### src/rtl/param_window_fifo_pkg.sv
// ---------------------------------------------------------------------------
// window_pkg
//   Shared parameter defaults and pointer helpers for the sliding-window byte
//   FIFO (param_window_fifo) and its storage ring (byte_ring).
//
//   Contents:
//     DEF_*      default values for the block parameters
//     wrap_add   (ptr + inc) mod depth, for ptr < depth and inc <= depth
//     ptr_bits   address width for a ring of 'depth' entries (min 1)
//     cnt_bits   width of an occupancy counter that can hold 0..depth
// ---------------------------------------------------------------------------
package window_pkg;

  localparam int DEF_BYTE_W   = 8;
  localparam int DEF_IN_BYTES = 8;
  localparam int DEF_WIN      = 3;
  localparam int DEF_STRIDE   = 1;
  localparam int DEF_DEPTH    = 16;

  // Single conditional subtract instead of a modulo: the depth need not be a
  // power of two, and callers never advance by more than one full lap.
  function automatic int unsigned wrap_add(input int unsigned ptr,
                                           input int unsigned inc,
                                           input int unsigned depth);
    int unsigned sum;
    sum = ptr + inc;
    return (sum >= depth) ? (sum - depth) : sum;
  endfunction

  function automatic int unsigned ptr_bits(input int unsigned depth);
    return (depth > 1) ? $clog2(depth) : 1;
  endfunction

  function automatic int unsigned cnt_bits(input int unsigned depth);
    return $clog2(depth + 1);
  endfunction

endpackage

### src/rtl/param_window_fifo_if.sv
// ---------------------------------------------------------------------------
// param_window_fifo_if
//   Input and output handshake bundle of the sliding-window byte FIFO.
//
//   Signals:
//     in_data    IN_BYTES*BYTE_W  byte k in bits [k*BYTE_W +: BYTE_W]
//     in_nbytes  valid lanes 0..n-1 of in_data (values above IN_BYTES clamp)
//     in_valid / in_ready         input handshake
//     out_data   WIN*BYTE_W       window, oldest byte in lane 0
//     out_valid / out_ready       output handshake
//
//   Modports:
//     slave   the FIFO itself
//     master  the environment (producer of input words, consumer of windows)
// ---------------------------------------------------------------------------
interface param_window_fifo_if
  import window_pkg::*;
#(
  parameter int BYTE_W   = DEF_BYTE_W,
  parameter int IN_BYTES = DEF_IN_BYTES,
  parameter int WIN      = DEF_WIN
) ();

  logic [IN_BYTES*BYTE_W-1:0]      in_data;
  logic [$clog2(IN_BYTES+1)-1:0]   in_nbytes;
  logic                            in_valid;
  logic                            in_ready;
  logic [WIN*BYTE_W-1:0]           out_data;
  logic                            out_valid;
  logic                            out_ready;

  modport slave (
    input  in_data,
    input  in_nbytes,
    input  in_valid,
    output in_ready,
    output out_data,
    output out_valid,
    input  out_ready
  );

  modport master (
    output in_data,
    output in_nbytes,
    output in_valid,
    input  in_ready,
    input  out_data,
    input  out_valid,
    output out_ready
  );

endinterface

### src/rtl/param_window_fifo_byte_ring.sv
// ---------------------------------------------------------------------------
// byte_ring
//   Circular byte storage for param_window_fifo. Scatters up to IN_BYTES
//   lanes of one input word to consecutive (wrapping) addresses starting at
//   wr_ptr, and gathers WIN consecutive (wrapping) bytes starting at rd_ptr.
//   Reads are combinational from the storage registers, so a byte written on
//   an edge is visible on rd_data right after that edge.
//
//   Ports:
//     clk       rising-edge clock
//     reset_n   asynchronous active-low reset, clears every byte to 0
//     wr_en     write the first wr_n lanes of wr_data this cycle
//     wr_ptr    address receiving lane 0
//     wr_n      number of lanes to write (0..IN_BYTES)
//     wr_data   input lanes, lane k in bits [k*BYTE_W +: BYTE_W]
//     rd_ptr    address of the oldest byte of the window
//     rd_data   window, lane k = mem[(rd_ptr + k) mod DEPTH]
// ---------------------------------------------------------------------------
module byte_ring
  import window_pkg::*;
#(
  parameter int BYTE_W   = DEF_BYTE_W,
  parameter int IN_BYTES = DEF_IN_BYTES,
  parameter int WIN      = DEF_WIN,
  parameter int DEPTH    = DEF_DEPTH,
  parameter int PTR_W    = ptr_bits(DEPTH),
  parameter int NB_W     = $clog2(IN_BYTES + 1)
) (
  input  logic                       clk,
  input  logic                       reset_n,
  input  logic                       wr_en,
  input  logic [PTR_W-1:0]           wr_ptr,
  input  logic [NB_W-1:0]            wr_n,
  input  logic [IN_BYTES*BYTE_W-1:0] wr_data,
  input  logic [PTR_W-1:0]           rd_ptr,
  output logic [WIN*BYTE_W-1:0]      rd_data
);

  logic [BYTE_W-1:0] mem_reg [DEPTH];

  // Per-address write decode
  logic [DEPTH-1:0]  hit;
  logic [BYTE_W-1:0] wr_byte [DEPTH];

  // Which input lane lands on 'addr' when lane 0 goes to 'base'.
  function automatic int unsigned lane_of(input int unsigned addr,
                                          input int unsigned base);
    return (addr >= base) ? (addr - base) : (addr + DEPTH - base);
  endfunction

  // Scatter: every address works out independently which lane (if any)
  // it takes, so no barrel shifter is needed on the write side.
  genvar gi;
  generate
    for (gi = 0; gi < DEPTH; gi++) begin : g_scatter
      assign hit[gi] = wr_en && (lane_of(gi, 32'(wr_ptr)) < 32'(wr_n));
      assign wr_byte[gi] = (lane_of(gi, 32'(wr_ptr)) < IN_BYTES)
                         ? wr_data[lane_of(gi, 32'(wr_ptr))*BYTE_W +: BYTE_W]
                         : '0;
    end
  endgenerate

  always_ff @(posedge clk or negedge reset_n) begin
    if (!reset_n) begin
      for (int a = 0; a < DEPTH; a++) begin
        mem_reg[a] <= '0;
      end
    end else begin
      for (int a = 0; a < DEPTH; a++) begin
        if (hit[a]) begin
          mem_reg[a] <= wr_byte[a];
        end
      end
    end
  end

  // Gather: window lane k reads the k-th byte after the read pointer.
  generate
    for (gi = 0; gi < WIN; gi++) begin : g_gather
      assign rd_data[gi*BYTE_W +: BYTE_W] =
        mem_reg[PTR_W'(wrap_add(32'(rd_ptr), gi, DEPTH))];
    end
  endgenerate

endmodule

### src/rtl/param_window_fifo.sv
// ---------------------------------------------------------------------------
// param_window_fifo
//   Byte-granular FIFO that accepts words of up to IN_BYTES bytes and
//   presents a sliding window of WIN consecutive bytes. Each accepted window
//   retires STRIDE bytes. Storage is a circular buffer of DEPTH bytes with a
//   read pointer, a write pointer and an explicit occupancy counter.
//
//   Ports:
//     clk        rising-edge clock
//     reset_n    asynchronous active-low reset: empties the FIFO, clears data
//     row_clear  synchronous discard of all buffered bytes; wins over any
//                push or pop in the same cycle
//     bus        param_window_fifo_if.slave (input word + output window)
//     count      bytes currently held
//
//   Behaviour:
//     in_ready  = (DEPTH - count >= IN_BYTES), from the count register only
//     out_valid = (count >= WIN)
//     push      = in_valid & in_ready, writes min(in_nbytes, IN_BYTES) bytes
//     pop       = out_valid & out_ready, retires STRIDE bytes
//   Push and pop are independent and may happen in the same cycle. Bytes
//   left over below WIN simply wait for more input or a row_clear.
// ---------------------------------------------------------------------------
module param_window_fifo
  import window_pkg::*;
#(
  parameter int BYTE_W   = DEF_BYTE_W,
  parameter int IN_BYTES = DEF_IN_BYTES,
  parameter int WIN      = DEF_WIN,
  parameter int STRIDE   = DEF_STRIDE,
  parameter int DEPTH    = DEF_DEPTH
) (
  input  logic                           clk,
  input  logic                           reset_n,
  input  logic                           row_clear,
  param_window_fifo_if.slave             bus,
  output logic [$clog2(DEPTH+1)-1:0]     count
);

  localparam int PTR_W = ptr_bits(DEPTH);
  localparam int CNT_W = cnt_bits(DEPTH);
  localparam int NB_W  = $clog2(IN_BYTES + 1);

  logic [PTR_W-1:0] rptr_reg,  rptr_next;
  logic [PTR_W-1:0] wptr_reg,  wptr_next;
  logic [CNT_W-1:0] count_reg, count_next;

  logic [NB_W-1:0]  n_eff;
  logic             push;
  logic             pop;
  logic             wr_en;

  // in_nbytes can encode more than IN_BYTES; anything beyond the lane count
  // means "the whole word".
  assign n_eff = (bus.in_nbytes > NB_W'(IN_BYTES)) ? NB_W'(IN_BYTES)
                                                   : bus.in_nbytes;

  // Both flags come from the count register alone, so neither handshake has
  // a combinational path from the opposite side of the FIFO.
  assign bus.in_ready  = (count_reg <= CNT_W'(DEPTH - IN_BYTES));
  assign bus.out_valid = (count_reg >= CNT_W'(WIN));

  // A zero-byte push is a no-op; excluding it here keeps the datapath idle.
  assign push  = bus.in_valid && bus.in_ready && (n_eff != '0);
  assign pop   = bus.out_valid && bus.out_ready;
  assign wr_en = push && !row_clear;

  always_comb begin
    rptr_next  = rptr_reg;
    wptr_next  = wptr_reg;
    count_next = count_reg;
    if (row_clear) begin
      rptr_next  = '0;
      wptr_next  = '0;
      count_next = '0;
    end else begin
      if (push) begin
        wptr_next = PTR_W'(wrap_add(32'(wptr_reg), 32'(n_eff), DEPTH));
      end
      if (pop) begin
        rptr_next = PTR_W'(wrap_add(32'(rptr_reg), STRIDE, DEPTH));
      end
      // Push admits at most DEPTH-count bytes and pop needs count >= WIN
      // >= STRIDE, so this never over- or underflows.
      count_next = count_reg
                 + (push ? CNT_W'(n_eff)  : CNT_W'(0))
                 - (pop  ? CNT_W'(STRIDE) : CNT_W'(0));
    end
  end

  always_ff @(posedge clk or negedge reset_n) begin
    if (!reset_n) begin
      rptr_reg  <= '0;
      wptr_reg  <= '0;
      count_reg <= '0;
    end else begin
      rptr_reg  <= rptr_next;
      wptr_reg  <= wptr_next;
      count_reg <= count_next;
    end
  end

  assign count = count_reg;

  byte_ring #(
    .BYTE_W   (BYTE_W),
    .IN_BYTES (IN_BYTES),
    .WIN      (WIN),
    .DEPTH    (DEPTH),
    .PTR_W    (PTR_W),
    .NB_W     (NB_W)
  ) u_ring (
    .clk     (clk),
    .reset_n (reset_n),
    .wr_en   (wr_en),
    .wr_ptr  (wptr_reg),
    .wr_n    (n_eff),
    .wr_data (bus.in_data),
    .rd_ptr  (rptr_reg),
    .rd_data (bus.out_data)
  );

endmodule
### src/flat_wrapper.sv
// flat-port wrapper written by rule: the top's interface ports become plain ports
module param_window_fifo_flat import window_pkg::*;
#(
  parameter int BYTE_W   = DEF_BYTE_W,
  parameter int IN_BYTES = DEF_IN_BYTES,
  parameter int WIN      = DEF_WIN,
  parameter int STRIDE   = DEF_STRIDE,
  parameter int DEPTH    = DEF_DEPTH
)
  (clk, reset_n, row_clear, count, bus_in_data, bus_in_nbytes, bus_in_valid, bus_in_ready, bus_out_data, bus_out_valid, bus_out_ready);
  param_window_fifo_if #(.BYTE_W(BYTE_W), .IN_BYTES(IN_BYTES), .WIN(WIN)) bus_i ();
  input  logic clk;
  input  logic reset_n;
  input  logic row_clear;
  output logic [$clog2(DEPTH+1)-1:0] count;
  input wire logic [$bits(bus_i.in_data)-1:0] bus_in_data;
  input wire logic [$bits(bus_i.in_nbytes)-1:0] bus_in_nbytes;
  input wire logic [$bits(bus_i.in_valid)-1:0] bus_in_valid;
  output wire logic [$bits(bus_i.in_ready)-1:0] bus_in_ready;
  output wire logic [$bits(bus_i.out_data)-1:0] bus_out_data;
  output wire logic [$bits(bus_i.out_valid)-1:0] bus_out_valid;
  input wire logic [$bits(bus_i.out_ready)-1:0] bus_out_ready;
  assign bus_i.in_data = bus_in_data;
  assign bus_i.in_nbytes = bus_in_nbytes;
  assign bus_i.in_valid = bus_in_valid;
  assign bus_in_ready = bus_i.in_ready;
  assign bus_out_data = bus_i.out_data;
  assign bus_out_valid = bus_i.out_valid;
  assign bus_i.out_ready = bus_out_ready;
  param_window_fifo #(.BYTE_W(BYTE_W), .IN_BYTES(IN_BYTES), .WIN(WIN), .STRIDE(STRIDE), .DEPTH(DEPTH)) u_core (.clk(clk), .reset_n(reset_n), .row_clear(row_clear), .bus(bus_i), .count(count));
endmodule
### config.mk
export PLATFORM = sky130hd
export DESIGN_NAME = param_window_fifo_flat
export DESIGN_NICKNAME = d
export VERILOG_FILES = /design/src/rtl/param_window_fifo_pkg.sv /design/src/rtl/param_window_fifo_if.sv /design/src/rtl/param_window_fifo_byte_ring.sv /design/src/rtl/param_window_fifo.sv /design/src/flat_wrapper.sv
export SDC_FILE = /design/constraint.sdc
export NUM_CORES = 1
export LEC_CHECK = 0
export CAP_MARGIN = 20
export CORE_UTILIZATION = 60
export DETAILED_ROUTE_END_ITERATION = 16
export HOLD_SLACK_MARGIN = 0.12
export PLACE_DENSITY = 0.81
export SETUP_SLACK_MARGIN = 0.5
export SLEW_MARGIN = 20
export SYNTH_ARGS = -nofsm -noshare
export SYNTH_HDL_FRONTEND = slang
export SYNTH_SLANG_ARGS = --single-unit
### constraint.sdc
create_clock -name clk -period 5.4 [get_ports clk]
set_input_delay 0.81 -clock clk [delete_from_list [all_inputs] [get_ports clk]]
set_output_delay 0.81 -clock clk [all_outputs]
set_load 0.005 [all_outputs]
==> results of run 1 <==
-- synth_stat cells, drive strengths merged (13+ instances only) --
cell type,number
a211oi,18
a21oi,72
a22oi,32
buf,36
clkbuf,66
dfrtp,141
ha,71
inv,34
mux2,19
mux2i,106
mux4,115
nand2,218
nand2b,16
nand3,26
nor2,58
nor2b,27
o21ai,163
or3,13
xnor2,13
-- how the worst max path moves through the flow --
stage	from	endpoint	slack (ns)	depth (start not counted)
global placement	u_core.rptr_reg[0]$_DFFE_PN0P_	bus_out_data[8]	1.21	5
global route	u_core.rptr_reg[0]$_DFFE_PN0P_	bus_out_data[10]	0.51	5
floorplan	u_core.wptr_reg[1]$_DFFE_PN0P_	u_core.u_ring.mem_reg[104]$_DFFE_PN0P_	1.10	15
detailed placement	u_core.rptr_reg[0]$_DFFE_PN0P_	bus_out_data[10]	1.14	5
finish	u_core.rptr_reg[0]$_DFFE_PN0P_	bus_out_data[15]	0.60	5
CTS	u_core.rptr_reg[0]$_DFFE_PN0P_	bus_out_data[8]	0.69	5
-- power breakdown --
part           switching (uW)  internal, uW  leakage (uW)
clock network             540           674      0.000292
logic                    2500          2200       0.00364
registers                 733          1480       0.00187
total                    3780          4350       0.00580
-- cells in the final DEF, fill, tap and decap left out, types with 56 or more instances in the layout --
| master | synthesis | final |
|---|---|---|
| mux4_2 | 115 | 115 |
| clkdlybuf4s50_1 | 0 | 102 |
| ha_1 | 71 | 70 |
| dfrtp_1 | 141 | 138 |
| mux2i_1 | 106 | 106 |
| nand2_1 | 218 | 218 |
| o21ai_0 | 154 | 154 |
| a21oi_1 | 72 | 72 |
| nor2_1 | 58 | 56 |
-- layer usage --
metal	up-vias	track usage
li1	5001	-
met1	5603	0.519
met2	865	0.635
met3	128	0.106
met4	0	0.136
met5	-	0
-- critical path, cell delays in order, from the launching register on --
cell	delay, ns
dfrtp_4	0.73
ha_1	1.07
nor2b_1	0.75
nand3_1	0.17
a32o_1	0.34
clkdlybuf4s50_1	0.47
-- through the flow --
stage	total power (uW)	setup slack [ns]
after global routing	8530	0.514
after global placement	6530	1.21
after detailed placement	6700	1.14
final	8130	0.601
after CTS	7950	0.686
after floorplan	5080	1.10
-- layout make-up --
type                            instances  area [um^2]
Sequential cell                       141         3540
Clock inverter                         14          164
Tap cell                              275          344
Fill cell                            1568         6450
Timing Repair Buffer                  121         1170
Inverter                               37          139
Multi-Input combinational cell       1041         8710
Clock buffer                           18          439
-- repair_timing --
action	4_1_cts	5_1_grt
endpoints found under the setup margin	0	2
hold buffers	0	0
resized for setup	0	1
-- cell families after synthesis --
group,synth area share
DFF,0.276
muxes,0.303
and+or+nand+nor,0.131
xor gates and xnor gates,0.0151
adders and majority gates,0.0743
buffers and inverters,0.0449
AOI/OAI and AO/OA,0.156
==> flow_summary.ini, run 1 <==
[yosys]
yosysTopAreaCellShare = 0.276
ys_seq_area_frac = 0.276
syn_area_um2 = 12800
netlist-cell-type-count = 49
synth.area.top_cells = dfrtp_1 (28%), mux4_2 (20%), mux2i_1 (8.3%)
yosys.area.top_type = dfrtp_1
syn_inst = 1321
synth_nets = 1468
async_reset_ff_frac = 1.00
synth_edf_count = 0
synthFlopType = dfrtp_1
synth_warnings = 0
yosys_register_bits = 141
postSynthAreaPerCell_um2 = 9.67

[global_route]
grt_max_degree = 99
grt.total_usage = 0.395
overflow = 0
first_global_vias = 11400
grt_pass1_wl_mm = 64.8
antenna_found_initial = 0

[worst_setup_path]
cp_data_arrival_time_ns = 3.99
rr_worst_depth = 10
worstPathMaxFanout = 41
critPathCaptureType = primary output
criticalPathCategory = reg2out
r2r-end = u_core.u_ring.mem_reg[17]$_DFFE_PN0P_
start_kind = flop
required_ns = 4.59
r2r_slack_ns = 1.05
r2r-start = u_core.wptr_reg[2]$_DFFE_PN0P_

[sta]
max_freq_ghz = 0.208
rsz0062_at_grt = no
skew_ns = 0.00776
setup_violations = 0
finalSetupTns_ns = 0
final.period_utilization = 0.889
worst_slew_pin_slew_ns = 1.14
hold_violations = 0
period_needed_ns = 4.80
drv_slew = 0
worst_hold_slack_ns = 0.479
relSlewSlack = 0.236

[cts]
ctsLongestPathBuffers = 2
clkSinkCount = 141
clkSlewWorstSetupHoldPaths_ns = 0.06
postCtsSetupBuffers = 0
cts.root.buffer_cell = clkbuf_16
cts.htree.levels = 4
cts_tree = yes
clock_latency_ns = 0.44
cts_buffers = 17

[final_layout]
final_cell_count_no_fill = 1647
fin_util = 0.692
area_growth_pct = 13.6
drive_gt1_frac = 0.152
fin_area_um2 = 14500
largest_reg_flops = 128
final_nets = 1506
diodes = 0

[floorplanning]
ioPinCount = 104
die_w_um = 148
dieHeight_um = 148
coreArea_um2 = 21000
die_area_um2 = 21900
rows = 53
start_util = 0.610

[routing]
wl_met3_mm = 5.74
drt_pass1_iterations = 12
m1WireLength_mm = 15.3
top_layer = met4
finalWirelength_mm = 41.9
wl_met2_mm = 19.6
drcViolationCount = 1
vias_per_cell = 7.04
via_count = 11600
antenna_left = 0
drt-initial-drc-count = 1263
post_drt_wl_per_cell_um = 25.5

[place]
place_congestion = 0.956
placedCellCount = 1615
dp_hpwl_mm = 31.8
io_buffers = 103
postPlaceCellArea_um2 = 13900

[pwr]
ir_drop_uv = 285
powerDensity_nw_per_um2 = 560
p_leak_uw = 0.00580

[run]
drv_cap = 0

[min_path]
hp-class = in2async

[outcome]
status = complete, but fails checks
violations = design-rule violations
Power figures use the tool's default switching activity.
==> run 2, diff against run 1 <==
--- a/config.mk
+++ b/config.mk
@@ -11,6 +11,7 @@
 export HOLD_SLACK_MARGIN = 0.12
 export PLACE_DENSITY = 0.81
 export SETUP_SLACK_MARGIN = 0.5
+export SKIP_LAST_GASP = 1
 export SLEW_MARGIN = 20
 export SYNTH_ARGS = -nofsm -noshare
 export SYNTH_HDL_FRONTEND = slang
==> results of run 2 <==
No change in the layout: final DEF, timing and power equal those of run 1.
